--- src/rtl/pong_engine.sv ---
// Pong game engine: paddle/ball state advanced once per frame_tick, plus a
// registered one-bit-per-pixel renderer sampled on pix_en slots.
module pong_engine #(
    parameter int H_RES     = 640,
    parameter int V_RES     = 480,
    parameter int PAD_W     = 8,
    parameter int PAD_H     = 64,
    parameter int BALL      = 8,
    parameter int PAD_SPD   = 4,
    parameter int BALL_SPD  = 2,
    parameter int SCORE_MAX = 9,
    parameter int SERVE_FR  = 60
) (
    input  logic       clk,
    input  logic       rst,
    input  logic       pix_en,
    input  logic [9:0] px,
    input  logic [9:0] py,
    input  logic       vid_active,
    input  logic       frame_tick,
    input  logic       p1_up,
    input  logic       p1_dn,
    input  logic       p2_up,
    input  logic       p2_dn,
    output logic [2:0] rgb,
    output logic [3:0] score_l,
    output logic [3:0] score_r
);

    typedef enum logic [1:0] {
        S_SERVE,
        S_PLAY,
        S_POINT,
        S_GAMEOVER
    } state_t;

    localparam int SC_W = (SERVE_FR > 1) ? $clog2(SERVE_FR) : 1;

    localparam logic [SC_W-1:0]   SC_LAST      = SC_W'(SERVE_FR - 1);
    localparam logic [9:0]        PAD_Y0       = 10'((V_RES - PAD_H) / 2);
    localparam logic [9:0]        PAD_Y_MAX    = 10'(V_RES - PAD_H);
    localparam logic [9:0]        PAD_STEP     = 10'(PAD_SPD);
    localparam logic [9:0]        BALL_X0      = 10'(H_RES / 2 - BALL / 2);
    localparam logic [9:0]        BALL_Y0      = 10'(V_RES / 2 - BALL / 2);
    localparam logic [9:0]        BALL_X_MAX   = 10'(H_RES - BALL);
    localparam logic [9:0]        BALL_Y_MAX   = 10'(V_RES - BALL);
    localparam logic [9:0]        BALL_X_HIT_L = 10'(16 + PAD_W);
    localparam logic [9:0]        BALL_X_HIT_R = 10'(H_RES - 16 - PAD_W - BALL);
    localparam logic [10:0]       PAD_L_X0     = 11'd16;
    localparam logic [10:0]       PAD_L_X1     = 11'(16 + PAD_W);
    localparam logic [10:0]       PAD_R_X0     = 11'(H_RES - 16 - PAD_W);
    localparam logic [10:0]       PAD_R_X1     = 11'(H_RES - 16);
    localparam logic [10:0]       PAD_H11      = 11'(PAD_H);
    localparam logic [10:0]       BALL11       = 11'(BALL);
    localparam logic signed [11:0] S_SPD       = 12'(BALL_SPD);
    localparam logic signed [11:0] S_BALL      = 12'(BALL);
    localparam logic signed [11:0] S_X_MAX     = 12'(H_RES - BALL);
    localparam logic signed [11:0] S_Y_MAX     = 12'(V_RES - BALL);
    localparam logic signed [11:0] S_HIT_L     = 12'(16 + PAD_W);
    localparam logic signed [11:0] S_HIT_R     = 12'(H_RES - 16 - PAD_W);
    localparam logic [3:0]        SC_MAX       = 4'(SCORE_MAX);

    state_t          state_q, state_d;
    logic [SC_W-1:0] serve_cnt_q, serve_cnt_d;
    logic [3:0]      score_l_q, score_l_d;
    logic [3:0]      score_r_q, score_r_d;
    logic [9:0]      pad_l_q, pad_l_d;
    logic [9:0]      pad_r_q, pad_r_d;
    logic [9:0]      bx_q, bx_d;
    logic [9:0]      by_q, by_d;
    logic            dx_q, dx_d;        // 1 = moving right
    logic            dy_q, dy_d;        // 1 = moving down
    logic            scorer_l_q, scorer_l_d;
    logic [2:0]      rgb_q, rgb_d;

    logic signed [11:0] nbx, nby;
    logic               ov_l, ov_r, hit_l, hit_r, miss_l, miss_r;
    logic [3:0]         sc_cur, sc_new;
    logic [10:0]        x11, y11;
    logic               in_ball, in_pl, in_pr;

    function automatic logic [9:0] pad_step(input logic [9:0] y, input logic up, input logic dn);
        logic [10:0] yw;
        yw       = {1'b0, y} + {1'b0, PAD_STEP};
        pad_step = y;
        if (up && !dn) begin
            pad_step = (y < PAD_STEP) ? 10'd0 : y - PAD_STEP;
        end else if (dn && !up) begin
            pad_step = (yw > {1'b0, PAD_Y_MAX}) ? PAD_Y_MAX : yw[9:0];
        end
    endfunction

    // Collision terms use the pre-tick ball and paddle positions.
    always_comb begin
        nbx    = $signed({2'b00, bx_q}) + (dx_q ? S_SPD : -S_SPD);
        nby    = $signed({2'b00, by_q}) + (dy_q ? S_SPD : -S_SPD);
        ov_l   = ({1'b0, by_q} < {1'b0, pad_l_q} + PAD_H11) &&
                 ({1'b0, by_q} + BALL11 > {1'b0, pad_l_q});
        ov_r   = ({1'b0, by_q} < {1'b0, pad_r_q} + PAD_H11) &&
                 ({1'b0, by_q} + BALL11 > {1'b0, pad_r_q});
        hit_l  = !dx_q && (nbx <= S_HIT_L) && ({1'b0, bx_q} >= PAD_L_X1) && ov_l;
        hit_r  = dx_q && (nbx + S_BALL >= S_HIT_R) && ({1'b0, bx_q} + BALL11 <= PAD_R_X0) && ov_r;
        miss_l = (nbx <= 12'sd0);
        miss_r = (nbx >= S_X_MAX);
    end

    always_comb begin
        state_d     = state_q;
        serve_cnt_d = serve_cnt_q;
        score_l_d   = score_l_q;
        score_r_d   = score_r_q;
        pad_l_d     = pad_l_q;
        pad_r_d     = pad_r_q;
        bx_d        = bx_q;
        by_d        = by_q;
        dx_d        = dx_q;
        dy_d        = dy_q;
        scorer_l_d  = scorer_l_q;
        sc_cur      = scorer_l_q ? score_l_q : score_r_q;
        sc_new      = (sc_cur < SC_MAX) ? sc_cur + 4'd1 : sc_cur;

        if (frame_tick) begin
            if (state_q != S_GAMEOVER) begin
                pad_l_d = pad_step(pad_l_q, p1_up, p1_dn);
                pad_r_d = pad_step(pad_r_q, p2_up, p2_dn);
            end
            case (state_q)
                S_SERVE: begin
                    bx_d = BALL_X0;
                    by_d = BALL_Y0;
                    if (serve_cnt_q == SC_LAST) begin
                        serve_cnt_d = '0;
                        state_d     = S_PLAY;
                    end else begin
                        serve_cnt_d = serve_cnt_q + SC_W'(1);
                    end
                end
                S_PLAY: begin
                    if (nby < 12'sd0) begin
                        by_d = '0;
                        dy_d = 1'b1;
                    end else if (nby > S_Y_MAX) begin
                        by_d = BALL_Y_MAX;
                        dy_d = 1'b0;
                    end else begin
                        by_d = nby[9:0];
                    end
                    // a paddle return beats a miss on the same tick
                    if (hit_l) begin
                        bx_d = BALL_X_HIT_L;
                        dx_d = 1'b1;
                    end else if (hit_r) begin
                        bx_d = BALL_X_HIT_R;
                        dx_d = 1'b0;
                    end else if (miss_l) begin
                        bx_d       = '0;
                        scorer_l_d = 1'b0;
                        state_d    = S_POINT;
                    end else if (miss_r) begin
                        bx_d       = BALL_X_MAX;
                        scorer_l_d = 1'b1;
                        state_d    = S_POINT;
                    end else begin
                        bx_d = nbx[9:0];
                    end
                end
                S_POINT: begin
                    if (scorer_l_q) begin
                        score_l_d = sc_new;
                    end else begin
                        score_r_d = sc_new;
                    end
                    if (sc_new == SC_MAX) begin
                        state_d = S_GAMEOVER;
                    end else begin
                        bx_d    = BALL_X0;
                        by_d    = BALL_Y0;
                        dx_d    = scorer_l_q;   // serve toward the player who lost
                        state_d = S_SERVE;
                    end
                end
                S_GAMEOVER: begin
                    if (p1_up || p1_dn || p2_up || p2_dn) begin
                        score_l_d = '0;
                        score_r_d = '0;
                        bx_d      = BALL_X0;
                        by_d      = BALL_Y0;
                        state_d   = S_SERVE;
                    end
                end
                default: state_d = S_SERVE;
            endcase
        end
    end

    always_comb begin
        x11     = {1'b0, px};
        y11     = {1'b0, py};
        in_ball = (x11 >= {1'b0, bx_q}) && (x11 < {1'b0, bx_q} + BALL11) &&
                  (y11 >= {1'b0, by_q}) && (y11 < {1'b0, by_q} + BALL11);
        in_pl   = (x11 >= PAD_L_X0) && (x11 < PAD_L_X1) &&
                  (y11 >= {1'b0, pad_l_q}) && (y11 < {1'b0, pad_l_q} + PAD_H11);
        in_pr   = (x11 >= PAD_R_X0) && (x11 < PAD_R_X1) &&
                  (y11 >= {1'b0, pad_r_q}) && (y11 < {1'b0, pad_r_q} + PAD_H11);
        rgb_d   = rgb_q;
        if (pix_en) begin
            rgb_d = (vid_active && (in_ball || in_pl || in_pr)) ? 3'b111 : 3'b000;
        end
    end

    always_ff @(posedge clk) begin
        if (rst) begin
            state_q     <= S_SERVE;
            serve_cnt_q <= '0;
            score_l_q   <= '0;
            score_r_q   <= '0;
            pad_l_q     <= PAD_Y0;
            pad_r_q     <= PAD_Y0;
            bx_q        <= BALL_X0;
            by_q        <= BALL_Y0;
            dx_q        <= 1'b1;
            dy_q        <= 1'b1;
            scorer_l_q  <= 1'b0;
            rgb_q       <= 3'b000;
        end else begin
            state_q     <= state_d;
            serve_cnt_q <= serve_cnt_d;
            score_l_q   <= score_l_d;
            score_r_q   <= score_r_d;
            pad_l_q     <= pad_l_d;
            pad_r_q     <= pad_r_d;
            bx_q        <= bx_d;
            by_q        <= by_d;
            dx_q        <= dx_d;
            dy_q        <= dy_d;
            scorer_l_q  <= scorer_l_d;
            rgb_q       <= rgb_d;
        end
    end

    assign rgb     = rgb_q;
    assign score_l = score_l_q;
    assign score_r = score_r_q;

endmodule
--- config.mk ---
export PLATFORM = sky130hd
export DESIGN_NAME = pong_engine
export DESIGN_NICKNAME = d
export VERILOG_FILES = /design/src/rtl/pong_engine.sv
export SDC_FILE = /design/constraint.sdc
export NUM_CORES = 1
export LEC_CHECK = 0
export BUFFER_PORTS_ARGS = -buffer_cell sky130_fd_sc_hd__buf_2
export CORE_MARGIN = 1
export CORE_UTILIZATION = 68
export DETAILED_ROUTE_END_ITERATION = 16
export PLACE_DENSITY = 0.88
export SLEW_MARGIN = 20
export SYNTH_ARGS = -nofsm -noshare
export SYNTH_HDL_FRONTEND = slang
export SYNTH_SLANG_ARGS = --single-unit
export TNS_END_PERCENT = 50
--- constraint.sdc ---
create_clock -name clk -period 5.6 [get_ports clk]
set_clock_uncertainty 0.1 [all_clocks]
set_input_delay 0.84 -clock clk [delete_from_list [all_inputs] [get_ports clk]]
set_output_delay 0.84 -clock clk [all_outputs]
set_load 0.05 [all_outputs]
==> run_results.csv <==
group,metric,value,unit
synth,avgSynthCellArea,7.795,um^2
finish,layout.nets,1069,
placement,io_buffers,37,
synth,synthArstFlopShare,0,
clocking,clock_path_buffers,2,
clocking,numCtsBuffers,5,
sta,fin_setup_tns,0,ps
run,max-cap-violations,0,
routing,via_per_inst,6.745,
routing,postRouteAntennaNets,0,
setup_path,crit_path_frequent_cell,"nor2_1",
setup_path,worst_ep_arrival_time,4510,ps
clocking,cts_resized,0,
clocking,clock-sinks,54,
clocking,cts_tree,"yes",
synth,syn_area,0.007008,mm^2
global_route,grt_overflow,0,
setup_path,slowest_delay,560,ps
placement,gp_congestion,0.9066,
synth,synth_seq_cells,54,
power,p_leak,3.337,nW
placement,place_hpwl,14420,um
setup_path,crit_slowest_cell,"dfxtp_1",
global_route,grt_max_degree,42,
setup_path,critPathRequiredTime,5740,ps
setup_path,critPathMaxFanout,12,
synth,synth_cell_type_count,90,
setup_path,worst_setup_path_start_kind,"flop",
sta,finalHoldViolCount,0,
synth,synth.net_count,1054,
synth,synth-edff-count,0,
routing,wl,18400,um
setup_path,worst-path-buf-inv,2,
clocking,clkTransAtPathRegs,120,ps
global_route,grt_pass1_vias,6818,
global_route,grt_pass1_wl,31110,um
finish,drive_above_1_share,0.08525,
sta,fmax,228.8,MHz
clocking,cts_setup_buffers,0,
setup_path,crit_path_end_kind,"flop",
floorplan,core,0.009864,mm^2
sta,maxSlewViolCount,0,
clocking,cts_root_buf,"clkbuf_8",
synth,yosys_warnings,0,
global_route,antenna_found_initial,0,
sta,period_share,0.7804,
clocking,worstSkewPairLatency,330,ps
sta,fin_crit,4370,ps
routing,drc_errors,0,
synth,synthTopCellsByArea,"ha_1 (22%), dfxtp_1 (15%), a21oi_1 (4.1%)",
sta,setup_viol,0,
routing,drt_iter0_drc,542,
synth,synth_most_common_cell,"ha_1",
sta,rsz0062_at_grt,"no",
floorplan,die_h,103.5,um
floorplan,floorplan.rows,36,
power,peakVddDrop,0.0001149,V
synth,synth_top_area_frac,0.2214,
power,fin_total_pwr,0.9491,mW
routing,drtPass1Iterations,5,
floorplan,ios,40,
power,power_density,129.4,mW/mm^2
finish,syn_to_final_growth,4.624,%
synth,seq_area_frac_synth,0.1543,
setup_path,path_cells,"inv_1, ha_1, a211oi_1, nor2_1, nor2_1, ha_1, inv_1, a211o_1, nor4_1, o221ai_1, nor2_2, nor2_1, a221o_1",
sta,tightest_slew,833.8,ps
clocking,h-tree-depth,2,
floorplan,die_x,103.5,um
routing,wl_per_cell,17.56,um
synth,dominantRegCellSynth,"dfxtp_1",
finish,fillers,769,
global_route,grt_use_total,0.3455,
outcome,status,"finished, final reports clean",
hold_path,hp-class,"flop to flop",
floorplan,die_area,0.01072,mm^2
floorplan,initial_utilization,0.7104,
setup_path,crit_family,"compound AO/OA/AOI/OAI gates",
clocking,holdBufCountCts,0,
sta,slew_headroom,0.4441,
synth,synth_cells,899,
setup_path,worst-setup-path-type,"flop to flop",
synth,synth_top_area_cell,"ha_1",
routing,dr_total_vias,7069,
finish,n_antenna_cell,0,
synth,ys_top_cells_by_count,"ha_1 (124), nor2_1 (74), inv_1 (68)",
## power by group
group	total (mW)	leakage [nW]	internal, mW	switching, mW
clock	0.249	0.0502	0.0933	0.155
combinational	0.281	2.85	0.119	0.162
sequential	0.420	0.438	0.395	0.0247
total	0.949	3.34	0.607	0.342
## worst paths after layout
kind | from | to | slack, ps | cells after the start
setup / recovery | dx_q$_SDFFE_PP1P_ | bx_q[2]$_SDFFE_PP1P_ | 1230 | 13
hold / removal | serve_cnt_q[5]$_SDFFE_PP0P_ | serve_cnt_q[5]$_SDFFE_PP0P_ | 420 | 2
hold reg to reg | serve_cnt_q[5]$_SDFFE_PP0P_ | serve_cnt_q[5]$_SDFFE_PP0P_ | 420 | 2
setup reg to reg | dx_q$_SDFFE_PP1P_ | bx_q[2]$_SDFFE_PP1P_ | 1230 | 13
## cell families (layout without fill, tap and decap cells)
kind of cell | after synthesis | in the layout | synth area share
AO/OA/AOI/OAI | 291 | 291 | 0.2907
XOR/XNOR | 33 | 33 | 0.04321
adder cells (fa/ha/maj) | 126 | 126 | 0.2271
buffers and inverters | 99 | 115 | 0.05588
flip-flops | 54 | 54 | 0.1543
multiplexers | 19 | 19 | 0.02803
AND/OR/NAND/NOR | 277 | 277 | 0.2009
## registers in the layout, indices dropped and copies added, names as in the netlist
name / cells
pad_r_q: 8
pad_l_q: 8
serve_cnt_q: 6
dy_q: 1
state_q: 2
bx_q: 9
by_q: 9
score_r: 4
scorer_l_q: 1
rgb: 1
dx_q: 1
score_l: 4
## through the flow
step	worst slack [ps]	hold WS, ps	instance area, um^2	std cells	util
after floorplan	2034	358.4	7008	899	-
after global placement	1497	366.4	7234	1040	0.7334
after detailed placement	1319	409.0	7234	1040	0.7334
after CTS	1312	425.6	7332	1048	0.7433
after global routing	887.8	465.0	7332	1048	0.7433
final	1230	424.1	7332	1048	0.7433
## worst reg2reg max path: stages (launching register included)
cell and delay (ps):
dfxtp_1 560, inv_1 300, ha_1 390, a211oi_1 360
nor2_1 180, nor2_1 410, ha_1 350, inv_1 90
a211o_1 310, nor4_1 300, o221ai_1 290, nor2_2 250
nor2_1 110, a221o_1 290
## layer usage
layer | track usage | routed length, um
met1 | 0.4215 | 7671
met3 | 0.04279 | 1137
met5 | 0 | 0
met4 | 0.1708 | 610
met2 | 0.5983 | 8982
## layout make-up
class,count,area [um^2],share of cell area
multi-input combinational,746,5535,0.7549
inverter,69,259.0,0.03532
clock inverter,3,28.78,0.003925
tap,133,166.4,0.02270
sequential,54,1081,0.1474
clock buffer,5,68.82,0.009386
timing repair buffer,38,192.7,0.02628
## placed cells by master, fill, tap and decap left out, drive strengths merged, types with 10 or more instances in the layout
cell type and instances:
a211oi 17, a21o 16, a21oi 58, and3 10, buf 38, dfxtp 54, ha 124, inv 70
mux2i 14, nand2 57, nand3 27, nand4 15, nor2 76, nor3 25, nor4 13, o21a 29
o21ai 60, xnor2 27
Power figures use the tool's default switching activity.
